**config.mk**
```make
export PLATFORM = sky130hd
export DESIGN_NAME = if_fetch_flat
export DESIGN_NICKNAME = d
export VERILOG_FILES = /design/src/rtl/if_fetch_if.sv /design/src/rtl/if_fetch.sv /design/src/flat_wrapper.sv
export SDC_FILE = /design/constraint.sdc
export NUM_CORES = 1
export LEC_CHECK = 0
export ABC_AREA = 0
export BUFFER_PORTS_ARGS = -buffer_cell sky130_fd_sc_hd__buf_2
export CAP_MARGIN = 10
export CORE_ASPECT_RATIO = 0.5
export CORE_UTILIZATION = 37
export DETAILED_ROUTE_END_ITERATION = 10
export HOLD_SLACK_MARGIN = 0.1
export SKIP_CTS_REPAIR_TIMING = 1
export SLEW_MARGIN = 20
export SYNTH_ARGS = -nofsm -noshare
export SYNTH_HDL_FRONTEND = slang
export SYNTH_SLANG_ARGS = --single-unit
```
**constraint.sdc**
```tcl
create_clock -name clk -period 5.5 [get_ports clk]
set_clock_uncertainty 0.05 [all_clocks]
set_input_delay 0.275 -clock clk [delete_from_list [all_inputs] [get_ports clk]]
set_output_delay 0.275 -clock clk [all_outputs]
set_load 0.1 [all_outputs]
```
**src/rtl/if_fetch_if.sv**
```systemverilog
// Instruction memory bus between the fetch unit (master) and instruction memory (slave).
//
// Handshake: the master raises inst_req with inst_addr and holds both unchanged
// until the rising edge at which the slave drives inst_ack=1 (with inst_rdata valid
// in that same cycle). A request is never withdrawn, and at most one is outstanding.
interface if_fetch_if #(
    parameter int ADDR_W = 32,
    parameter int DATA_W = 32
);
    logic              inst_req;
    logic [ADDR_W-1:0] inst_addr;
    logic              inst_ack;
    logic [DATA_W-1:0] inst_rdata;

    modport master (
        output inst_req,
        output inst_addr,
        input  inst_ack,
        input  inst_rdata
    );

    modport slave (
        input  inst_req,
        input  inst_addr,
        output inst_ack,
        output inst_rdata
    );
endinterface

```
**src/rtl/if_fetch.sv**
```systemverilog
// Instruction fetch unit: sequential word fetches over a single-outstanding
// req/ack bus into a small prefetch FIFO whose head feeds IF/ID. Handles
// ID-stage branch redirects (delay slot kept) and exception flushes.
module if_fetch #(
    parameter int                ADDR_W   = 32,
    parameter int                DATA_W   = 32,
    parameter int                DEPTH    = 4,
    parameter logic [ADDR_W-1:0] RESET_PC = 32'h0000_0000
) (
    input  logic              clk,
    input  logic              rst,
    input  logic [5:0]        stall,
    input  logic              flush,
    input  logic [ADDR_W-1:0] new_pc,
    input  logic              branch_flag_i,
    input  logic [ADDR_W-1:0] branch_target_address_i,
    if_fetch_if.master        mem,
    output logic [ADDR_W-1:0] if_pc,
    output logic [DATA_W-1:0] if_inst,
    output logic [1:0]        o_dbg_state
);
    localparam int                PTR_W = $clog2(DEPTH);
    localparam int                CNT_W = PTR_W + 1;
    localparam logic [CNT_W-1:0] FULL  = CNT_W'(DEPTH);

    typedef enum logic [1:0] {
        S_IDLE = 2'd0,
        S_REQ  = 2'd1,
        S_DROP = 2'd2
    } state_t;

    state_t            r_state, w_state_nxt;
    logic              r_req, w_req_nxt;
    logic [ADDR_W-1:0] r_addr, w_addr_nxt;
    logic [ADDR_W-1:0] r_fetch_pc, w_fetch_pc_nxt;
    logic              r_pend, w_pend_nxt;
    logic [ADDR_W-1:0] r_tgt, w_tgt_nxt;

    logic [ADDR_W-1:0] r_pc_mem   [DEPTH];
    logic [DATA_W-1:0] r_inst_mem [DEPTH];
    logic [PTR_W-1:0]  r_rd_ptr, r_wr_ptr;
    logic [CNT_W-1:0]  r_count;

    logic              w_ack, w_empty, w_can_pop, w_redir;
    logic              w_enq, w_pop, w_clear;
    logic [CNT_W-1:0]  w_cnt_pop, w_cnt_enq;
    logic [ADDR_W-1:0] w_seq_pc;
    logic              w_unused_stall;

    // Only the IF/ID hold bit of the pause vector matters here.
    assign w_unused_stall = ^{stall[5:2], stall[0]};

    assign w_ack     = mem.inst_ack & r_req;
    assign w_empty   = (r_count == '0);
    assign w_can_pop = ~stall[1] & ~w_empty;
    assign w_redir   = branch_flag_i & ~stall[1] & ~flush;
    assign w_cnt_pop = r_count - CNT_W'(w_can_pop);
    assign w_cnt_enq = w_cnt_pop + CNT_W'(1);
    assign w_seq_pc  = r_fetch_pc + ADDR_W'(4);

    assign mem.inst_req  = r_req;
    assign mem.inst_addr = r_addr;
    assign if_pc         = w_empty ? '0 : r_pc_mem[r_rd_ptr];
    assign if_inst       = w_empty ? '0 : r_inst_mem[r_rd_ptr];
    assign o_dbg_state   = r_state;

    // Next-state logic for the fetch FSM, bus request and redirect bookkeeping.
    always_comb begin
        w_state_nxt    = r_state;
        w_req_nxt      = r_req;
        w_addr_nxt     = r_addr;
        w_fetch_pc_nxt = r_fetch_pc;
        w_pend_nxt     = r_pend;
        w_tgt_nxt      = r_tgt;
        w_enq          = 1'b0;
        w_pop          = 1'b0;
        w_clear        = 1'b0;
        if (flush || (w_redir && !w_empty)) begin
            // Flush, or a branch whose delay slot is already at the head: the
            // head leaves (or is discarded), everything younger is dropped and
            // any response for the old stream is thrown away.
            w_clear        = 1'b1;
            w_pend_nxt     = 1'b0;
            w_fetch_pc_nxt = flush ? new_pc : branch_target_address_i;
            if (r_state != S_IDLE) begin
                if (w_ack) begin
                    w_req_nxt   = 1'b0;
                    w_state_nxt = S_IDLE;
                end else begin
                    w_state_nxt = S_DROP;
                end
            end
        end else begin
            w_pop = w_can_pop;
            // Branch with an empty FIFO: the next old-stream word is the delay slot.
            if (w_redir) begin
                w_pend_nxt = 1'b1;
                w_tgt_nxt  = branch_target_address_i;
            end
            case (r_state)
                S_IDLE: begin
                    if (w_cnt_pop < FULL) begin
                        w_req_nxt   = 1'b1;
                        w_addr_nxt  = r_fetch_pc;
                        w_state_nxt = S_REQ;
                    end
                end
                S_REQ: begin
                    if (w_ack) begin
                        w_enq          = 1'b1;
                        w_fetch_pc_nxt = w_pend_nxt ? w_tgt_nxt : w_seq_pc;
                        w_pend_nxt     = 1'b0;
                        if (w_cnt_enq < FULL) begin
                            w_addr_nxt = w_fetch_pc_nxt;
                        end else begin
                            w_req_nxt   = 1'b0;
                            w_state_nxt = S_IDLE;
                        end
                    end
                end
                S_DROP: begin
                    if (w_ack) begin
                        w_req_nxt   = 1'b0;
                        w_state_nxt = S_IDLE;
                    end
                end
                default: w_state_nxt = S_IDLE;
            endcase
        end
    end

    // FSM, bus outputs and fetch/redirect registers.
    always_ff @(posedge clk or negedge rst) begin
        if (!rst) begin
            r_state    <= S_IDLE;
            r_req      <= 1'b0;
            r_addr     <= '0;
            r_fetch_pc <= RESET_PC;
            r_pend     <= 1'b0;
            r_tgt      <= '0;
        end else begin
            r_state    <= w_state_nxt;
            r_req      <= w_req_nxt;
            r_addr     <= w_addr_nxt;
            r_fetch_pc <= w_fetch_pc_nxt;
            r_pend     <= w_pend_nxt;
            r_tgt      <= w_tgt_nxt;
        end
    end

    // FIFO pointers and occupancy.
    always_ff @(posedge clk or negedge rst) begin
        if (!rst) begin
            r_rd_ptr <= '0;
            r_wr_ptr <= '0;
            r_count  <= '0;
        end else if (w_clear) begin
            r_rd_ptr <= '0;
            r_wr_ptr <= '0;
            r_count  <= '0;
        end else begin
            if (w_enq) r_wr_ptr <= r_wr_ptr + PTR_W'(1);
            if (w_pop) r_rd_ptr <= r_rd_ptr + PTR_W'(1);
            r_count <= w_enq ? w_cnt_enq : w_cnt_pop;
        end
    end

    // FIFO storage; contents are only visible through the occupancy check.
    always_ff @(posedge clk) begin
        if (w_enq) begin
            r_pc_mem[r_wr_ptr]   <= r_addr;
            r_inst_mem[r_wr_ptr] <= mem.inst_rdata;
        end
    end
endmodule

```
**src/flat_wrapper.sv**
```systemverilog
// flat-port wrapper written by rule: the top's interface ports become plain ports
module if_fetch_flat 
#(
    parameter int                ADDR_W   = 32,
    parameter int                DATA_W   = 32,
    parameter int                DEPTH    = 4,
    parameter logic [ADDR_W-1:0] RESET_PC = 32'h0000_0000
)
  (clk, rst, stall, flush, new_pc, branch_flag_i, branch_target_address_i, if_pc, if_inst, o_dbg_state, mem_inst_req, mem_inst_addr, mem_inst_ack, mem_inst_rdata);
  if_fetch_if #(.ADDR_W(ADDR_W), .DATA_W(DATA_W)) mem_i ();
  input  logic clk;
  input  logic rst;
  input  logic [5:0] stall;
  input  logic flush;
  input  logic [ADDR_W-1:0] new_pc;
  input  logic branch_flag_i;
  input  logic [ADDR_W-1:0] branch_target_address_i;
  output logic [ADDR_W-1:0] if_pc;
  output logic [DATA_W-1:0] if_inst;
  output logic [1:0] o_dbg_state;
  output wire logic [$bits(mem_i.inst_req)-1:0] mem_inst_req;
  output wire logic [$bits(mem_i.inst_addr)-1:0] mem_inst_addr;
  input wire logic [$bits(mem_i.inst_ack)-1:0] mem_inst_ack;
  input wire logic [$bits(mem_i.inst_rdata)-1:0] mem_inst_rdata;
  assign mem_inst_req = mem_i.inst_req;
  assign mem_inst_addr = mem_i.inst_addr;
  assign mem_i.inst_ack = mem_inst_ack;
  assign mem_i.inst_rdata = mem_inst_rdata;
  if_fetch #(.ADDR_W(ADDR_W), .DATA_W(DATA_W), .DEPTH(DEPTH), .RESET_PC(RESET_PC)) u_core (.clk(clk), .rst(rst), .stall(stall), .flush(flush), .new_pc(new_pc), .branch_flag_i(branch_flag_i), .branch_target_address_i(branch_target_address_i), .mem(mem_i), .if_pc(if_pc), .if_inst(if_inst), .o_dbg_state(o_dbg_state));
endmodule
```
**Yosys cells after proc, flatten, opt, wreduce, memory -nomap -nowiden**

Memories as Yosys holds them, arrays and structs flattened.
Cells that the tools add are included.

- Add/subtract/negate cells: 5
- Magnitude comparators: 2
- Equality and inequality tests: 10
- Multiplexer cells: 45
- Bitwise operators: 8
- Reduce and logical (&&, ||, !) cells: 16

Operators with widths:

| operator | count |
|---|---|
| 2-to-1 mux 32 bit | 11 |
| case mux 32 bit (2 select lines) | 1 |
| adder 32 x 3 -> 32 bit (second input constant) | 1 |
| 2-to-1 mux 2 bit | 11 |
| 2-to-1 mux 1 bit | 18 |
| AND reduction 5 bit | 3 |
| nonzero test 2 bit | 6 |
| != test 3 x 1 -> 1 bit (second input constant) | 3 |
| < comparator 3 bit (second input constant) | 2 |
| 2-to-1 mux 3 bit | 2 |
| != test 2 x 1 -> 1 bit (second input constant) | 3 |
| case mux 2 bit (3 select lines) | 1 |
| adder 2 x 1 -> 2 bit (second input constant) | 2 |
| bitwise AND 1 bit | 4 |
| inverter 1 bit | 4 |
| nonzero test 4 bit | 1 |
| adder 3 x 1 -> 3 bit (second input constant) | 1 |
| zero test 3 bit | 1 |
| != test 3 x 2 -> 1 bit (second input constant) | 1 |
| case mux 1 bit (3 select lines) | 1 |
| subtractor 3 x 1 -> 3 bit | 1 |
| == test 2 x 1 -> 1 bit (second input constant) | 1 |
| == test 2 bit (second input constant) | 1 |
| zero test 2 bit | 1 |
| other kinds (5) | 5 |

- Register bits after elaboration: 107
- RAM bits: 256
- Input bits: 107
- Output and inout port bits: 99
- Memories: 2

Memories:

| name | words | width | rd ports | clocked after memory_dff | wr ports | RTL line | source |
|---|---|---|---|---|---|---|---|
| u_core.r_inst_mem | 4 | 32 | 1 | 0 | 1 | if_fetch.sv:40 | `logic [DATA_W-1:0] r_inst_mem [DEPTH];` |
| u_core.r_pc_mem | 4 | 32 | 1 | 0 | 1 | if_fetch.sv:39 | `logic [ADDR_W-1:0] r_pc_mem [DEPTH];` |

**Depth between registers and ports, before layout**

Gate-level depths: netlist of the first run.

- Word-level depth: 10
- Depth in mapped cells: 14
- Depth with buffers taken out: 12

**Least setup slack after synthesis of the first run**

Ideal clock, no wire load.

- Path type: register to register
- From: register u_core.r_state[0] (netlist: u_core.o_dbg_state[0])
- To: memory u_core.r_inst_mem[0][0], enable pin
- Library setup time: 0.429 ns
- Data arrival time: 3.548 ns
- Required time: 5.021 ns
- Path slack: 1.473 ns
- Cell stages (with the launch flop): 6
- Buffers on the path: 1
- Cell sequence: dfrtp_1 > ha_1 > inv_1 > nor2_1 > clkbuf_1 > and3_1

- Word-level cells in the longest chain between the ends: 5

RTL lines:

| what | RTL line | source |
|---|---|---|
| start: declaration | if_fetch.sv:32 | `state_t r_state, w_state_nxt;` |
| start signal: assignment | if_fetch.sv:142 | `r_state <= w_state_nxt;` |
| == test 2 x 1 -> 1 bit | if_fetch.sv:100 | `case (r_state)` |
| 2-to-1 mux 1 bit | if_fetch.sv:100 |  |
| 2-to-1 mux 1 bit | if_fetch.sv:78 | `if (flush \|\| (w_redir && !w_empty)) begin` |
| 2-to-1 mux 1 bit | if_fetch.sv:170 | `if (w_enq) begin` |
| 2-to-1 mux 1 bit (implied by the code) | if_fetch.sv:172 | `r_inst_mem[r_wr_ptr] <= mem.inst_rdata;` |
| end: declaration | if_fetch.sv:40 |  |

Every way passes these cells.

**Final worst setup path of the first run**

- From: register u_core.r_state[1] (netlist: u_core.o_dbg_state[1])
- To: memory u_core.r_pc_mem[0][12], enable pin

- Word-level cells in the longest chain between the ends: 5

RTL lines:

| what | RTL line | source |
|---|---|---|
| == test 2 x 1 -> 1 bit | if_fetch.sv:100 |  |
| 2-to-1 mux 1 bit | if_fetch.sv:100 |  |
| 2-to-1 mux 1 bit | if_fetch.sv:78 |  |
| 2-to-1 mux 1 bit | if_fetch.sv:170 |  |
| 2-to-1 mux 1 bit (implied by the code) | if_fetch.sv:171 | `r_pc_mem[r_wr_ptr] <= r_addr;` |
| end: declaration | if_fetch.sv:39 |  |

Every way passes these cells.

==> impl_results.md, run 1 <==
- Nets: ~1.5k
- Slew @ Worst Pin: roughly 1100 ps
- FP Rows: 53
- Clk slew on worst S/H paths: 70 ps
- Syn_area_per_cell: 14.48 um2
- Register area share after synthesis: 0.6421
- Diodes inserted: 0
- Buf/Inv on CP: 3
- Vias per cell: ~5.3
- Hold WC Path Type: primary input to flip-flop
- Hold endpoint: u_core.r_tgt[28]$_DFFE_PN0P_
- CP Launch Type: flip-flop
- Overflow after GRT: 0
- DIE HEIGHT: between 100 and 150 um
- Die area: approximately 45000 um2
- Core Footprint: roughly 43000 um2
- I/O Pins: roughly 210
- Most used cell, CP: inv_1
- Lkg Pwr: between 0.007 and 0.008 uW
- Fin. Hold Viols: 0
- Slowest-stage cell, CP: and3_4
- HP Start: branch_target_address_i[28]
- Worst vdd ir: between 0.0002 and 0.0003 V
- Cells on worst reg2reg path: 6
- Mapped cell area: 16140 um2
- DP Area: between 15000 and 20000 um2
- Post-Syn Nets: 1233
- GRT Overall Usage: 0.1741
- I/O Buffers: 200
- DRC viols: 0
- Reg2Reg Setup Slack: between 2000 and 2500 ps
- Tcrit/Tclk final: 0.6074
- Via count: about 10k
- Setup CP Type: flip-flop to flip-flop
- Status: finished clean
- Num CTS Buffers: 35
- Layout area overhead: 22.36%
- Synthesized instance count: around 1.1k
- Ys async rst share: 0.2948
- Initial antenna violation count: 0
- Critical Path AT: 3420 ps
- Post-route cell area: about 20000 um2
- Tmin final: 3340 ps
- DR iter-0 viols: 756
- RSZ-0062 raised after global routing: no
- Detail Route Antenna Nets: 0
- Sum Neg Setup Slack: 0 ps
- Vias in the first global route: roughly 10k
- CTS tree: done
- Placement Setup Slack: approximately 2200 ps
- Starting Density: 0.3797
- YS warnings: 0
- Clock Latency Late Sink: about 530 ps
- First-pass GRT wire length: slightly below 60000 um
- Cell Chain, Critical Path: inv_1, ha_1, buf_4, inv_1, nor2_4, and3_4
- CTS root buffer: clkbuf_16
- WL/cell: around 20 um
- R2r endpoint: u_core.r_pc_mem[0][12]$_DFFE_PP_
- Crit path max-delay family: simple AND/OR/NAND/NOR gates
- Primary FF master, synth: edfxtp_1
- Layout Utilization: 0.4647
- Routed WL: roughly 40000 um
- CP required: approximately 5600 ps
- Reg2reg start: u_core.o_dbg_state[1]$_DFFE_PN0P_
- CTS HTree Levels: 2
- Max cap viols: 0
- Post-synth cell types: 67
- Largest net degree at the start of global routing: between 60 and 70
- Filler cells: 3774
- Fin. max-slew vios: 0
- Share of layout cells above drive strength 1: 0.2730
- Clk sink count: around 360
- Hold path depth: 3
- 1st-pass router iterations: 5
- Worst path max stage delay: ~850 ps
- Die W: 297.4 um
- Final worst slack: 2160 ps
- Fmax: about 300 MHz
- CP Max Fanout: 64
- Slew margin rel.: 0.2898
- CTS max path bufs: 3
- Hpwl dp: 24140 um
- Setup violators final: 0
- Placer Congestion: between 0.8 and 0.9
- Synth Register Bits: roughly 360
- CP Capture Type: flip-flop
- Pwr Density: ~550 nW/um2
- EDFF count, synth: 256
[Yosys cell counts (9+ instances only)]
library cell / number / share of area
a21o_1: 9 / 0.0042
o211ai_1: 10 / 0.0047
o21ai_1: 12 / 0.0037
nor2_1: 35 / 0.0081
and3_1: 23 / 0.0089
o31ai_1: 11 / 0.0051
dfrtp_1: 107 / 0.17
xnor2_1: 13 / 0.0071
inv_1: 16 / 0.0037
ha_1: 11 / 0.0085
edfxtp_1: 256 / 0.48
o22ai_1: 11 / 0.0043
a21oi_1: 39 / 0.012
nand2_1: 98 / 0.023
mux2i_1: 50 / 0.031
mux4_2: 64 / 0.089
nand3_1: 17 / 0.0053
and2_1: 64 / 0.025
clkbuf_1: 42 / 0.0098
mux2_2: 30 / 0.021
a211oi_1: 11 / 0.0051
o21ai_0: 45 / 0.014
buf_2: 18 / 0.0056
[state kept, by name, indices dropped and copies added, names as in the netlist]
| name | cells |
|---|---|
| u_core.mem.inst_addr | 32 |
| u_core.mem.inst_req | 1 |
| u_core.o_dbg_state | 2 |
| u_core.r_count | 3 |
| u_core.r_fetch_pc | 32 |
| u_core.r_inst_mem | 128 |
| u_core.r_pc_mem | 128 |
| u_core.r_pend | 1 |
| u_core.r_rd_ptr | 2 |
| u_core.r_tgt | 32 |
| u_core.r_wr_ptr | 2 |
[cell usage in the layout (no fill, tap or decap), types with 6 or more instances in the layout]
cell             n
nand2_1         98
ha_1            11
and2_1          64
a211oi_1        11
nand4_1          8
buf_2          198
edfxtp_1       256
o21ai_0         45
o22ai_1         11
mux4_2          64
a21oi_1         39
mux2_2          30
nor2_1          34
and3_1          19
a31oi_1          7
clkbuf_1         7
o211ai_1        10
buf_4           14
nand3_1         17
clkbuf_16       37
o31ai_1         11
or3_1            7
nor2b_1          6
nor3_1           7
mux2i_1         50
dfrtp_1        105
inv_1           16
a21o_1           9
xnor2_1         13
dlygate4sd3_1   86
o21ai_1         12
[cell families after synthesis]
family                   after synthesis  synth area share
adder cells (fa/ha/maj)               11          0.008526
multiplexers                         144            0.1412
buffers and inverters                 90           0.02434
AND/OR/NAND/NOR                      292           0.09441
AO/OA/AOI/OAI                        196           0.07860
XOR/XNOR                              19           0.01077
flip-flops                           363            0.6421
[routing by layer]
metal / wire length [um] / part of all wire / GRT usage / vias to the layer above
li1: - / - / - / 4808
met1: 17140 / 0.43 / 0.2276 / 5306
met2: 19890 / 0.50 / 0.2993 / 282
met3: 1698 / 0.043 / 0.02657 / 75
met4: 1047 / 0.026 / 0.05747 / 0
met5: 0 / 0 / 0 / -
[stage by stage]
step	power, uW	cells	hold WS (ps)
detailed placement	8496	1831	352.4
floorplan	7518	1115	-70.59
global placement	8397	1830	345.2
finish	10960	1980	39.46
CTS	11000	1894	-218.4
global route	11400	1980	100.8
[worst reg2reg max path, delay by kind of cell, from the launching register on]
kind / cells / cell delay (ps)
simple gates: 2 / 1130
buf+inv: 3 / 1080
flops: 1 / 410
fa+ha+maj: 1 / 140
[report_power, final]
group          internal, uW  switching (uW)  total [uW]
registers              3360             459        3820
clock network          1450            1040        2500
logic                  1130            3510        4640
total                  5940            5020       11000
[final cells by class]
class                      count  area, um2  area share
clock buffer                  46      979.7     0.04960
clock inverter                17      198.9     0.01007
inverter                      16      60.06    0.003041
multi-input combinational    662       5434      0.2751
sequential                   363      10370      0.5251
tap                          577      721.9     0.03655
timing repair buffer         299       1984      0.1005
[worst max path at each step]
stage	from	endpoint	slack, ps	depth (start not counted)
finish	u_core.o_dbg_state[1]$_DFFE_PN0P_	u_core.r_pc_mem[0][12]$_DFFE_PP_	2160	6
global route	u_core.r_count[0]$_DFF_PN0_	u_core.mem.inst_addr[11]$_DFFE_PN0P_	1920	11
CTS	u_core.r_rd_ptr[0]$_DFFE_PN0P_	if_inst[26]	2050	5
detailed placement	flush	u_core.r_inst_mem[2][9]$_DFFE_PP_	2200	3
global placement	flush	u_core.r_inst_mem[3][9]$_DFFE_PP_	2240	3
floorplan	u_core.o_dbg_state[0]$_DFFE_PN0P_	u_core.r_inst_mem[0][0]$_DFFE_PP_	1470	5
Power figures use the tool's default switching activity.
==> run 2, diff against run 1 <==
- ABC_AREA: 0 -> 1
- clock period: 5.5 -> 2.9 ns (I/O delays scaled with it)
==> run 2 against run 1 <==
Power is 100% higher; critical endpoint is now if_inst[12]; first-iteration DRC count increased by 23%; routed wire length up 14%; combinational power increased by 120%; hold slack worse by 26 ps; via count increased by 27%; area after synthesis up 3.6%; synthesized cell count grew 63%; sequential share of layout area is 2.8 points lower; final area rose by 5.8%.
==> impl_results.md, run 2 <==
- Met3 wire len: roughly 2100 um
- Clk sink count: roughly 360
- Mapped cell area: between 15000 and 20000 um2
- Synthesized instance count: between 1.5k and 2k
- DIE HEIGHT: between 150 and 200 um
- Die W: ~300 um
- Hpwl dp: between 20000 and 30000 um
- Ys async rst share: 0.2948
- Clock Latency Late Sink: ~530 ps
- Max cap viols: 0
- Largest regs: u_core.r_inst_mem: 128 flops, u_core.r_pc_mem: 128 flops
- Tcrit/Tclk final: 0.9502
- Cell Chain, Critical Path: inv_4, buf_12, o21ai_0, a21oi_1, buf_2
- Post-synth top area share: 0.4596
- Post-Syn Nets: 1931
- Worst vdd ir: roughly 0.00076 V
- Worst path max stage delay: ~650 ps
- Starting Density: 0.3797
- Core Footprint: 44050 um2
- Largest net degree at the start of global routing: 75
- Vias per cell: ~5
- Overflow after GRT: 0
- DRC viols: 0
- Status: finished clean
- Hold WC Path Type: primary input to flip-flop
- 1st-pass router iterations: 6
- Synth Register Bits: 363
- I/O Buffers: 200
- Reg power frac: 0.320
- CTS root buffer: clkbuf_16
- Net Switching: approximately 11000 uW
- Primary FF master, synth: edfxtp_1
- I/O Pins: around 210
- CP required: between 2000 and 3000 ps
- Layout area overhead: 24.89%
- CP Max Fanout: 66
- Via count: approximately 13k
- Slowest-stage cell, CP: dfrtp_4
- YS warnings: 0
- GRT Overall Usage: 0.1883
- Cell with the most instances after synthesis: nand2_1
- Die area: 46110 um2
- Sw frac: 0.5009
- Nets: 2219
- Post-synth cell types: 31
- Register area share after synthesis: 0.6197
- Wire length on met2: roughly 22000 um
- Tmin final: ~2800 ps
- Most frequent cells after synthesis: 485 x nand2_1, 326 x nor2_1, 256 x edfxtp_1
- Slew @ Worst Pin: ~900 ps
- WL/cell: between 15 and 20 um
- Internal power: roughly 11000 uW
- Setup violators final: 0
- Most common library cell in the layout ignoring fill and taps: nand2_1
- CTS tree: done
- WL met1: approximately 20000 um
- Most frequent cells in the layout: 485 x nand2_1, 321 x nor2_1, 256 x edfxtp_1, 193 x o21ai_0, 173 x buf_2
- Lkg Pwr: about 0.0087 uW
- FP Rows: 54
- Detail Route Antenna Nets: 0
- Syn_area_per_cell: around 9.2 um2
- EDFF count, synth: roughly 260
- RSZ-0062 raised after global routing: no
- Placer Congestion: between 0.8 and 0.9
- Fmax: 362.9 MHz
- Initial antenna violation count: 0
- CTS max path bufs: 3
- Routed WL: between 40000 and 50000 um
- Gate power share: 0.464
- Critical Path AT: between 2000 and 3000 ps
- First-pass GRT wire length: slightly below 70000 um
- Vias in the first global route: around 12k
- Clock network power share: 0.216
- Setup CP Type: flip-flop to output pin
- Pwr Total: 21860 uW
- Main area contributors after synthesis: edfxtp_1 46%, dfrtp_1 16%, nand2_1 11%
- CP Launch Type: flip-flop
- Fin. Hold Viols: 0
- CTS HTree Levels: 2
- Sum Neg Setup Slack: 0 ps
- Fin. max-slew vios: 0
- Share of layout cells above drive strength 1: 0.1527
- DR iter-0 viols: 932
- Post-synth top area cell: edfxtp_1
- Clk slew on worst S/H paths: 60 ps
- Num CTS Buffers: 37
- Pwr Density: about 1000 nW/um2
- Slew margin rel.: 0.3984
- Diodes inserted: 0
- Top Metal Used: met4
- CP Capture Type: output pin
run 2: stage by stage:
step / util / hold WS [ps] / std cells / instance area [um2] / worst slack (ps)
after floorplan: - / -200.6 / 1813 / 16800 / -135.3
after global placement: 0.4189 / 55.19 / 2533 / 18450 / 194.8
after detailed placement: 0.4189 / 58.12 / 2533 / 18450 / 180.7
after CTS: 0.4457 / -507.7 / 2600 / 19630 / -9.163
after global routing: 0.4742 / 101.7 / 2717 / 20890 / 0.2722
final: 0.4742 / 13.77 / 2717 / 20890 / 144.4
run 2: cells by family (layout without fill, tap and decap cells):
family                     Yosys count  after routing  share of synthesized area
xor gates and xnor gates             6              6                   0.003142
buffers and inverters              204            520                    0.05042
AOI/OAI and AO/OA                  316            316                     0.1018
and+or+nand+nor                    913            913                     0.2167
adders and majority gates           11             11                   0.008228
DFF                                363            363                     0.6197
run 2: path summary, 6_finish.rpt:
check                                          startpoint                              endpoint  slack (ps)  cells past startpoint
setup reg to reg              u_core.r_count[2]$_DFF_PN0_  u_core.mem.inst_addr[23]$_DFFE_PN0P_         280                     15
min in group asynchronous                             rst      u_core.r_fetch_pc[3]$_DFFE_PN0P_         140                      3
hold / removal                branch_target_address_i[17]          u_core.r_tgt[17]$_DFFE_PN0P_          10                      5
hold reg to reg              u_core.r_tgt[22]$_DFFE_PN0P_          u_core.r_tgt[22]$_DFFE_PN0P_         430                      2
max in group asynchronous                             rst        u_core.r_rd_ptr[0]$_DFFE_PN0P_        2230                      3
setup / recovery           u_core.r_rd_ptr[0]$_DFFE_PN0P_                           if_inst[12]         140                      5
run 2: final cells by class:
cell class                 count  area, um2
tap                          588      735.7
clock buffer                  49      970.9
fill                        4115      23160
timing repair buffer         349       2619
clock inverter                18      211.5
sequential                   363      10380
inverter                     104      405.4
multi-input combinational   1246       5568
run 2: critical path, delay by kind of cell (launching register included):
family | cells | cell delay [ps]
buf+inv | 3 | 1060
flops | 1 | 650
compound gates | 2 | 270
run 2: routing by layer:
layer  vias up  track usage
li1       6609            -
met1      6292       0.2620
met2       322       0.3114
met3        84      0.02851
met4         0      0.04044
met5         -            0
run 2: power by group through the flow:
stage,registers (uW),clock network (uW),logic (uW)
after floorplan,8430,0,6500
after global placement,7070,0,9890
after detailed placement,7090,0,9930
after CTS,6990,4820,9950
after global routing,7090,5020,10800
final,7000,4730,10100
==> run 3, diff against run 2 <==
--- a/config.mk
+++ b/config.mk
@@ -6,5 +6,4 @@
 export NUM_CORES = 1
 export LEC_CHECK = 0
-export ABC_AREA = 1
 export BUFFER_PORTS_ARGS = -buffer_cell sky130_fd_sc_hd__buf_2
 export CAP_MARGIN = 10
@@ -13,4 +12,5 @@
 export DETAILED_ROUTE_END_ITERATION = 10
 export HOLD_SLACK_MARGIN = 0.1
+export SETUP_SLACK_MARGIN = 0.3
 export SKIP_CTS_REPAIR_TIMING = 1
 export SLEW_MARGIN = 20
==> constraint.sdc (replaced) <==
create_clock -name clk -period 2.9 [get_ports clk]
set_clock_uncertainty 0.05 [all_clocks]
set_input_delay 0.29 -clock clk [delete_from_list [all_inputs] [get_ports clk]]
set_output_delay 0.29 -clock clk [all_outputs]
set_load 0.1 [all_outputs]
==> run 3 against run 2 <==
Combinational power is essentially flat; global-route usage fell by 0.95 points; clock power up 2%; worst setup slack better by 85 ps; core utilization is 1.7 points higher; highest routed layer unchanged; sequential cell count did not move; largest power group unchanged; sequential share of layout area is essentially flat; hold slack improved by 50 ps.
==> impl_results.md, run 3 (synthesis results as in run 1) <==
- Hold endpoint: u_core.r_fetch_pc[27]$_DFFE_PN0P_
- Clk sink count: 363
- CP Capture Type: flip-flop
- CTS tree: done
- Starting Density: 0.3797
- Min Hold Slack: 63.86 ps
- Critical Path Start: u_core.r_count[2]$_DFF_PN0_
- Max cap viols: 0
- CTS HTree Levels: 2
- I/O Buffers: 200
- Fmax: 374.5 MHz
- Crit path max-delay family: simple AND/OR/NAND/NOR gates
- Detail Route Antenna Nets: 0
- Fin. Hold Viols: 0
- First-pass GRT wire length: ~62000 um
- Placement Setup Slack: approximately 120 ps
- Most common library cell in the layout ignoring fill and taps: edfxtp_1
- Hold path depth: 3
- RSZ-0062 raised after global routing: yes
- Status: finished clean
- Tmin final: 2671 ps
- Num CTS Buffers: 36
- CTS max path bufs: 3
- Most used cell, CP: ha_4
- Most frequent cells in the layout: 256 x edfxtp_1, 144 x buf_2, 101 x dfrtp_1, 94 x nand2_1, 78 x dlygate4sd3_1
- DR iter-0 viols: about 760
- Cell Chain, Critical Path: nor3_4, nor2_4, ha_4, ha_4, inv_4, ha_4, nand2b_1, mux2i_1, nand4_2, buf_6, o31ai_4, buf_12, mux2i_4, o41ai_4
- Final worst slack: 229.5 ps
- Routed WL: 42730 um
- Hpwl dp: between 20000 and 30000 um
- Clock Latency Late Sink: approximately 530 ps
- Critical Path AT: around 3000 ps
- Fin. max-slew vios: 0
- Reg2Reg Setup Slack: roughly 230 ps
- Cells on worst reg2reg path: 14
- CTS root buffer: clkbuf_16
- HP Start: new_pc[27]
- R2r endpoint: u_core.mem.inst_addr[21]$_DFFE_PN0P_
- Largest net degree at the start of global routing: 65
- Met3 usage: 0.02976
- Buf/Inv on CP: 3
- Filler cells: 3593
- Die area: roughly 45000 um2
- CP Max Fanout: 7
- Slew margin rel.: 0.5819
- Tcrit/Tclk final: 0.9209
- Slowest-stage cell, CP: dfrtp_2
- Clk slew on worst S/H paths: approximately 60 ps
- Met1 Usage GRT: 0.2349
- Initial antenna violation count: 0
- Vias per cell: ~5.3
- Layout area overhead: 29.35%
- Reg2reg start: u_core.r_count[2]$_DFF_PN0_
- 1st-pass router iterations: 5
- Worst path max stage delay: ~420 ps
- Overflow after GRT: 0
- M2 GR Usage: 0.3060
- DIE HEIGHT: approximately 150 um
- Setup CP Type: flip-flop to flip-flop
- GRT Overall Usage: 0.1788
- Share of layout cells above drive strength 1: 0.3208
- CP required: around 3200 ps
- Placer Congestion: just under 0.9
- Nets: about 1.6k
- FP Rows: 53
- DRC viols: 0
- Layout Utilization: 0.4912
- Largest regs: u_core.r_inst_mem: 128 flops, u_core.r_pc_mem: 128 flops
- CP Launch Type: flip-flop
- Worst vdd ir: between 0.0005 and 0.0006 V
- Setup violators final: 0
- WP depth: 14
- I/O Pins: roughly 210
- Hold WC Path Type: primary input to flip-flop
- Die W: around 300 um
- Core Footprint: about 43000 um2
- Most Crowded Layer GR: met2
- WL/cell: 20.98 um
- Vias in the first global route: 10.51k
- Slew @ Worst Pin: 626.5 ps
- Pwr Density: approximately 1100 nW/um2
- Lkg Pwr: a little under 0.008 uW
- Via count: between 10k and 15k
==> run 3: cell count changes in the layout (fill, tap and decap cells not counted), moves of 38 or more <==
cell	before	now
and2_1	2	63
buf_4	22	75
dlygate4sd3_1	116	78
inv_1	93	15
mux2i_1	0	49
mux4_2	0	64
nand2_1	485	94
nand3_1	76	17
nor2_1	321	32
o21ai_0	193	42
==> run 3: worst reg2reg max path, delay by kind of cell, from the launching register on <==
kind	cells	cell delay, ps
AOI/OAI and AO/OA	2	180
buffers and inverters	3	420
and+or+nand+nor	4	530
muxes	2	420
adders and majority gates	3	530
DFF	1	420
==> run 3: layer usage <==
metal,up-vias,wire length (um),part of all wire
met3,71,2051,0.048
met1,5546,18170,0.43
met2,322,21450,0.50
li1,4923,-,-
met4,0,1052,0.025
met5,-,0,0
==> run 3: worst max-delay path by stage <==
stage	endpoint	slack [ps]
CTS	if_inst[1]	-30
global placement	u_core.mem.inst_addr[8]$_DFFE_PN0P_	220
global route	u_core.mem.inst_addr[21]$_DFFE_PN0P_	130
finish	u_core.mem.inst_addr[21]$_DFFE_PN0P_	230
detailed placement	u_core.mem.inst_addr[8]$_DFFE_PN0P_	120
floorplan	u_core.mem.inst_addr[25]$_DFFE_PN0P_	300
==> run 3: per-stage QoR <==
stage | power [uW] | std cells | area, um2 | TNS [ps]
after detailed placement | 16300 | 1852 | 18020 | 0
after global placement | 16180 | 1852 | 18020 | 0
after global routing | 23220 | 2036 | 20880 | 0
after CTS | 21120 | 1917 | 19220 | -163.8
after floorplan | 14310 | 1115 | 16210 | 0
final | 22350 | 2037 | 20880 | 0
==> run 3: area by class of cell <==
| cell class | count | area, um2 | area share |
|---|---|---|---|
| Sequential cell | 363 | 10380 | 0.4973 |
| Multi-Input combinational cell | 663 | 5617 | 0.2690 |
| Timing Repair Buffer | 352 | 2890 | 0.1384 |
| Clock buffer | 45 | 965.9 | 0.04626 |
| Tap cell | 577 | 721.9 | 0.03458 |
| Clock inverter | 20 | 236.5 | 0.01133 |
| Inverter | 16 | 62.56 | 0.002996 |
| Antenna cell | 1 | 2.502 | 0.0001199 |
==> run 3: power breakdown <==
group | internal, uW | total, uW | switching [uW]
registers | 6390 | 7180 | 796
clock network | 2830 | 4820 | 1990
logic | 3110 | 10400 | 7240
